**src/rtl/fifo_wr_arbiter.sv**
```systemverilog
// Round-robin arbiter sharing the async fifo write port between NUM_REQ requesters (write-clock domain).
// Optional feature macro WR_ARB_HIPRI_EN: requester 0 wins every arbitration it takes part in.
module fifo_wr_arbiter #(
  parameter int DATASIZE  = 8,
  parameter int NUM_REQ   = 4,
  parameter int IDX_W     = 2,
  parameter int BURST_LEN = 4
) (
  input  logic                        i_wr_clk_pad,
  input  logic                        i_wr_rst_n_pad,
  input  logic [NUM_REQ-1:0]          i_req_valid,
  input  logic [NUM_REQ*DATASIZE-1:0] i_req_data,
  output logic [NUM_REQ-1:0]          o_req_ready,
  input  logic                        i_fifo_full,
  output logic                        o_fifo_wr_en,
  output logic [DATASIZE-1:0]         o_fifo_wr_data,
  output logic [IDX_W-1:0]            o_grant_id,
  output logic                        o_busy
);

  localparam int CNT_W = $clog2(BURST_LEN) + 1;

  typedef enum logic {IDLE, GRANT} state_t;

  state_t                           state, state_nxt;
  logic [IDX_W-1:0]                 grant_id, grant_nxt;
  logic [IDX_W-1:0]                 last, last_nxt;
  logic [CNT_W-1:0]                 beat_cnt, beat_nxt;
  logic [IDX_W-1:0]                 pick, idx;
  logic                             pick_vld;
  logic                             keep_last;
  logic                             g_valid, xfer;
  logic [NUM_REQ-1:0][DATASIZE-1:0] req_data;

  assign req_data = i_req_data;

  // Walk from the farthest candidate to the nearest so the nearest set bit after last wins.
  always_comb begin
    pick     = '0;
    pick_vld = 1'b0;
    idx      = '0;
    for (int i = NUM_REQ; i >= 1; i--) begin
      idx = IDX_W'((int'(last) + i) % NUM_REQ);
      if (i_req_valid[idx]) begin
        pick     = idx;
        pick_vld = 1'b1;
      end
    end
`ifdef WR_ARB_HIPRI_EN
    if (i_req_valid[0]) begin
      pick     = '0;
      pick_vld = 1'b1;
    end
`endif
  end

`ifdef WR_ARB_HIPRI_EN
  assign keep_last = (grant_id == '0);
`else
  assign keep_last = 1'b0;
`endif

  assign o_busy         = (state == GRANT);
  assign g_valid        = i_req_valid[grant_id];
  assign xfer           = o_busy && g_valid && !i_fifo_full;
  assign o_fifo_wr_en   = xfer;
  assign o_fifo_wr_data = o_busy ? req_data[grant_id] : '0;
  assign o_grant_id     = grant_id;

  for (genvar k = 0; k < NUM_REQ; k++) begin : g_ready
    assign o_req_ready[k] = o_busy && !i_fifo_full && (grant_id == IDX_W'(k));
  end

  always_comb begin
    state_nxt = state;
    grant_nxt = grant_id;
    last_nxt  = last;
    beat_nxt  = beat_cnt;
    case (state)
      IDLE: begin
        if (pick_vld) begin
          state_nxt = GRANT;
          grant_nxt = pick;
          beat_nxt  = '0;
        end
      end
      GRANT: begin
        // Release by the requester or the last beat of the burst both hand the port back.
        if (!g_valid || (xfer && beat_cnt == CNT_W'(BURST_LEN - 1))) begin
          state_nxt = IDLE;
          if (!keep_last) last_nxt = grant_id;
        end else if (xfer) begin
          beat_nxt = beat_cnt + CNT_W'(1);
        end
      end
      default: state_nxt = IDLE;
    endcase
  end

  always_ff @(posedge i_wr_clk_pad or negedge i_wr_rst_n_pad) begin
    if (!i_wr_rst_n_pad) begin
      state    <= IDLE;
      grant_id <= '0;
      last     <= IDX_W'(NUM_REQ - 1);
      beat_cnt <= '0;
    end else begin
      state    <= state_nxt;
      grant_id <= grant_nxt;
      last     <= last_nxt;
      beat_cnt <= beat_nxt;
    end
  end

endmodule
```
**config.mk**
```make
export PLATFORM = sky130hd
export DESIGN_NAME = fifo_wr_arbiter
export DESIGN_NICKNAME = d
export VERILOG_FILES = /design/src/rtl/fifo_wr_arbiter.sv
export SDC_FILE = /design/constraint.sdc
export NUM_CORES = 1
export LEC_CHECK = 0
export BUFFER_PORTS_ARGS = -buffer_cell sky130_fd_sc_hd__buf_4
export CORE_ASPECT_RATIO = 1.2
export CORE_MARGIN = 2
export CORE_UTILIZATION = 37
export DETAILED_ROUTE_END_ITERATION = 6
export PLACE_DENSITY = 0.73
export SYNTH_ARGS = -nofsm -noshare
export SYNTH_HDL_FRONTEND = slang
export SYNTH_SLANG_ARGS = --single-unit
export TNS_END_PERCENT = 5
```
**constraint.sdc**
```tcl
create_clock -name i_wr_clk_pad -period 1.5 [get_ports i_wr_clk_pad]
set_input_delay 0.225 -clock i_wr_clk_pad [delete_from_list [all_inputs] [get_ports i_wr_clk_pad]]
set_output_delay 0.225 -clock i_wr_clk_pad [all_outputs]
set_load 0.005 [all_outputs]
```
==> results of run 1 <==
-- power by group through the flow --
stage / Sequential [mW] / Clock [mW] / Combinational (mW)
3_5_place_dp: 0.439 / 0 / 1.36
4_1_cts: 0.444 / 0.196 / 1.50
3_3_place_gp: 0.430 / 0 / 1.33
2_1_floorplan: 0.400 / 0 / 0.846
6_report: 0.449 / 0.187 / 1.58
5_1_grt: 0.467 / 0.200 / 1.72
-- cells by family after synthesis --
| family | Yosys count |
|---|---|
| and+or+nand+nor | 32 |
| muxes | 14 |
| AOI/OAI and AO/OA | 10 |
| buffers and inverters | 10 |
| DFF | 8 |
| adders and majority gates | 2 |
| xor gates and xnor gates | 1 |
-- state kept, by name, summed over array words and instances, names as in the netlist --
register and count:
o_grant_id 2, o_busy 1, beat_cnt 3, last 2
-- path summary, 6_finish.rpt --
| check | startpoint | depth (start not counted) | to |
|---|---|---|---|
| min in group asynchronous | i_wr_rst_n_pad | 2 | beat_cnt[2] |
| worst min-delay path | i_req_valid[2] | 4 | beat_cnt[0] |
| max in group asynchronous | i_wr_rst_n_pad | 2 | last[0] |
| worst max register to register | o_grant_id[0] | 3 | last[1] |
| worst min register to register | beat_cnt[2] | 2 | beat_cnt[2] |
| worst max-delay path | o_grant_id[0] | 4 | o_fifo_wr_data[5] |
-- cell usage after synthesis, types with 2 or more instances --
master,count
mux4_1,3
mux2i_1,4
nand2_1,9
nand2b_1,3
o21ai_0,3
ha_1,2
a21oi_1,2
clkbuf_1,4
dfrtp_1,6
o22ai_1,2
inv_1,4
and2_1,8
dfstp_2,2
mux4_2,6
nor2_1,3
-- worst register-to-register path, stage by stage (launching register included) --
cell,delay (ns)
dfrtp_2,0.41
mux4_2,0.58
a21boi_4,0.18
mux2_1,0.34
-- layout make-up --
| cell class | instances | area (µm²) |
|---|---|---|
| Fill cell | 166 | 673 |
| Inverter | 4 | 15.0 |
| Multi-Input combinational cell | 59 | 568 |
| Sequential cell | 8 | 205 |
| Clock buffer | 4 | 26.3 |
| Timing Repair Buffer | 64 | 524 |
| Tap cell | 30 | 37.5 |
-- repair_timing --
action | 4_1_cts | 5_1_grt
buffers inserted | 1 | 0
endpoints found under the hold margin | 8 | 0
setup endpoints to repair | 16 | 18
hold buffers | 1 | 0
resized for setup | 15 | 9
pin swaps | 8 | 2
-- per-layer routing --
| layer | share of wire | GRT usage | vias up | wire [µm] |
|---|---|---|---|---|
| li1 | - | - | 403 | - |
| met1 | 0.35 | 0.190 | 386 | 815 |
| met2 | 0.51 | 0.361 | 44 | 1170 |
| met3 | 0.13 | 0.0455 | 3 | 290 |
| met4 | 0.013 | 0.0714 | 0 | 30 |
| met5 | 0 | 0 | - | 0 |
-- stage by stage --
stage                     power (mW)  setup WS (ns)
after floorplan                 1.25        -0.0988
after global placement          1.76        -0.0954
after detailed placement        1.80         -0.148
after CTS                       2.14         -0.378
after global routing            2.38         -0.355
final                           2.22         -0.300
==> results_dict.tcl, run 1 <==
set metrics [dict create \
    outcome "finished, violations left" \
    violations "negative setup slack" \
    io_buffers 54 \
    worstSetupPathType "reg -> out" \
    start_kind "register" \
    synth_ff_type "dfrtp_1" \
    critPathRequiredTime_ns 1.27 \
    hold_viol 0 \
    critPathBufInv 2 \
    drtAntennaViolNets 0 \
    p_leak_nw 0.663 \
    grt_pass1_wl_um 3410 \
    fp.coreArea_um2 2050 \
    insertion_delay_ns 0.26 \
    dp_cells 163 \
    synth_area_leaders "dfrtp_1 (19%), mux4_2 (17%), mux4_1 (9.8%)" \
    die_y_um 55.0 \
    vias 836 \
    clockBufferDepth 2 \
    initial_core_util 0.391 \
    min_period_over_period 1.20 \
    finalInstanceArea_um2 1380 \
    clock_skew_ns 0.00532 \
    synthAdderAreaFrac 0.0313 \
    dp_hpwl_um 1820 \
    p_clk_frac 0.085 \
    drv_cap 0 \
    synth.area.mux_share 0.331 \
    syn-cell-area_um2 801 \
    synthArstFlopShare 1.00 \
    ir_drop_mv 1.22 \
    synth_top_family_by_area "multiplexers" \
    drive_gt1_frac 0.662 \
    worstPathArrival_ns 1.58 \
    layout.nets 181 \
    antenna_found_initial 0 \
    synth_top_cell_by_area "dfrtp_1" \
    wl_per_cell_um 13.6 \
    slew_headroom 0.712 \
    grt-ovfl-total 0 \
    avgSynthCellArea_um2 10.4 \
    synth_edf_count 0 \
    critPathTopFamily "multiplexers" \
    power.density_nw_per_um2 1610 \
    routed_via_density 4.95 \
    path_cells "buf_6 -> mux4_2 -> and2_4 -> buf_6" \
    fp.dieW_um 46.5 \
    max_stage_delay_ns 0.50 \
    drt_pass1_iterations 4 \
    remaining_drc_errors 0 \
    antenna_cells 0 \
    yosys_warnings 0 \
    syn_nets 118 \
    crit_path_frequent_cell "buf_6" \
    worst_slew_pin_slew_ns 0.428 \
    wl_um 2310 \
    track_usage 0.188 \
    place.gp.congestion 0.819 \
    clock.fmax_mhz 556 \
    numClockSinks 8 \
    dieArea_um2 2550 \
    setup_violations 12 \
    fin_ws_ns -0.300 \
    p_int_mw 1.45 \
    switching_power_uw 763 \
    comb_power_share 0.713 \
    numCtsBuffers 3 \
    clkTransAtPathRegs_ns 0.06 \
    fp-row-count 18 \
    synth_cells 77 \
    synth_cell_types 31 \
    seq_power_share 0.203 \
    placed_area_um2 1270 \
    h-tree-depth 1 \
    period_needed_ns 1.80 \
    swShare 0.344 \
    yosys.area_share.simple 0.223 \
    grt_max_degree 11 \
    most-common-layout-cells "buf_4 (52), buf_6 (11), mux4_2 (9), nand2_1 (9), and2_4 (6)" \
    cp_slowest_cell "mux4_2" \
    whs_ns 0.287 \
    cts_tree "done" \
    regToRegSetupSlack_ns -0.09 \
    synth-xor-area-share 0.0109 \
    layoutNonFillerInstCount 169 \
    hp-class "in -> reg" \
    finalSetupTns_ns -2.76 \
    synth-compound-area-share 0.0922 \
    seq_area_frac_synth 0.253 \
    pin_count 55 \
    area_growth_pct 71.9 \
    final_common_cell "buf_4" \
    rsz0062_at_grt "yes" \
    critPathMaxFanout 6 \
    root_buffer "clkbuf_4" \
    final-max-slew-violation-count 0 \
    yosys_register_bits 8 \
    worst_setup_path_end_kind "primary output" \
    drtIter0Drc 13 \
    final_util 0.672 \
    grt_pass1_vias 777 \
    yosysTopAreaCellShare 0.188 \
]
Note: power is estimated with default switching activity, not from simulation.
==> inputs of run 2 (changes only) <==
--- a/config.mk
+++ b/config.mk
@@ -11,6 +11,7 @@
 export CORE_UTILIZATION = 37
 export DETAILED_ROUTE_END_ITERATION = 6
 export PLACE_DENSITY = 0.73
+export REMOVE_ABC_BUFFERS = 1
 export SYNTH_ARGS = -nofsm -noshare
 export SYNTH_HDL_FRONTEND = slang
 export SYNTH_SLANG_ARGS = --single-unit
==> run 2 against run 1 <==
  * The flow still finishes with violations (negative setup slack)
  * Global-route usage fell by 0.080 points
  * Sequential power fell by 2%
  * Core utilization rose by 0.92 points
  * Cell area rose by 1.4%
  * Sequential cell count did not move
  * Die area did not move
  * Largest power group unchanged
  * First-iteration DRC count fell by 77%
  * Sequential share of layout area fell by 0.29 points
  * Power rose by 3.3%
  * Wire length rose by 2.0%
  * Maximum frequency fell by 2.3%
  * Register-to-register slack got worse by 0.19 ns
==> results_dict.tcl, run 2 (synthesis gave the netlist of run 1 again) <==
set metrics [dict create \
    outcome "finished, violations left" \
    violations "negative setup slack" \
    cts_tree "done" \
    grt_pass1_vias 840 \
    h-tree-depth 1 \
    rsz0062_at_grt "yes" \
    min_period_over_period 1.23 \
    regToRegSetupSlack_ns -0.28 \
    layoutNonFillerInstCount 171 \
    use_met2 0.361 \
    p_leak_nw 0.675 \
    layout.nets 183 \
    wl_per_cell_um 13.7 \
    critPathRequiredTime_ns 1.27 \
    clockBufferDepth 2 \
    ir_drop_mv 1.11 \
    die_y_um 55.0 \
    track_usage 0.187 \
    drtAntennaViolNets 0 \
    regMostFlops "beat_cnt" \
    dp_hpwl_um 1850 \
    slew_headroom 0.723 \
    initial_core_util 0.391 \
    hp-class "in -> reg" \
    critPathMaxFanout 3 \
    remaining_drc_errors 0 \
    clock_skew_ns 0.0131 \
    use_met3 0.0325 \
    final-max-slew-violation-count 0 \
    fin_ws_ns -0.342 \
    fp.dieW_um 46.5 \
    largest_register_ff_count 3 \
    dieArea_um2 2550 \
    grt_pass1_wl_um 3390 \
    io_buffers 54 \
    drt_pass1_iterations 3 \
    pin_count 55 \
    clkTransAtPathRegs_ns 0.07 \
    hold_viol 0 \
    finalPower_mw 2.29 \
    root_buffer "clkbuf_4" \
    wl_um 2350 \
    grt-ovfl-total 0 \
    most-common-layout-cells "buf_4 (56), mux4_2 (9), buf_6 (9), nand2_1 (8), and2_1 (6)" \
    dp_cells 162 \
    worstSetupPathType "reg -> out" \
    power.density_nw_per_um2 1640 \
    period_needed_ns 1.84 \
    insertion_delay_ns 0.27 \
    busiest_layer "met2" \
    whs_ns 0.290 \
    antenna_cells 0 \
    pre_cts_ws_ns -0.129 \
    placed_area_um2 1260 \
    fp.coreArea_um2 2050 \
    fp-row-count 18 \
    numClockSinks 8 \
    routed_via_density 5.00 \
    finalSetupTns_ns -3.57 \
    start_kind "register" \
    drv_cap 0 \
    finalInstanceArea_um2 1400 \
    grt.met1_usage 0.189 \
    drive_gt1_frac 0.667 \
    final_common_cell "buf_4" \
    drtIter0Drc 3 \
    setup_violations 15 \
    worst_setup_path_end_kind "primary output" \
    grt_max_degree 10 \
    area_growth_pct 74.2 \
    vias 855 \
    place.gp.congestion 0.847 \
    antenna_found_initial 0 \
    clock.fmax_mhz 543 \
    worstPathArrival_ns 1.62 \
    numCtsBuffers 3 \
    worst_slew_pin_slew_ns 0.412 \
    final_util 0.681 \
]
-- run 2: cell count changes in the layout (fill, tap and decap cells not counted), sizes merged --
| cell | change |
|---|---|
| buf | +2 |
-- run 2: timing repair --
| item | in CTS | in global routing |
|---|---|---|
| pin swaps | 10 | 0 |
| gates resized for setup | 17 | 8 |
| setup endpoints to repair | 12 | 19 |
| hold buffers | 1 | 0 |
| endpoints found under the hold margin | 8 | 0 |
| buffers inserted | 3 | 0 |
| gates cloned | 1 | 0 |
-- run 2: final timing paths --
kind                           startpoint      endpoint  cells past startpoint
setup / recovery            o_grant_id[0]  o_fifo_wr_en                      4
hold reg to reg                   last[0]       last[0]                      2
hold / removal             i_req_valid[2]   beat_cnt[0]                      4
setup reg to reg            o_grant_id[0]       last[1]                      5
min in group asynchronous  i_wr_rst_n_pad   beat_cnt[1]                      2
max in group asynchronous  i_wr_rst_n_pad       last[0]                      2
-- run 2: report_power, final --
group,switching (mW),internal (mW)
combinational,0.612,1.05
clock,0.0855,0.102
sequential,0.107,0.332
-- run 2: metal layers --
| metal | vias up | routed length (µm) |
|---|---|---|
| met3 | 2 | 282 |
| li1 | 405 | - |
| met4 | 0 | 19 |
| met5 | - | 0 |
| met1 | 403 | 847 |
| met2 | 45 | 1200 |
-- run 2: worst max-delay path, cell delays in order, from the launching register on --
cell	delay [ns]
dfrtp_1	0.42
buf_6	0.13
mux4_2	0.52
and2_4	0.18
buf_6	0.11
-- run 2: final cells by class --
cell class | count | area [µm²]
fillers | 161 | 654
multi-input cells | 59 | 581
repair buffers | 66 | 532
flip-flops and latches | 8 | 204
well taps | 30 | 37.5
clock buffers | 4 | 26.3
inverters | 4 | 15.0
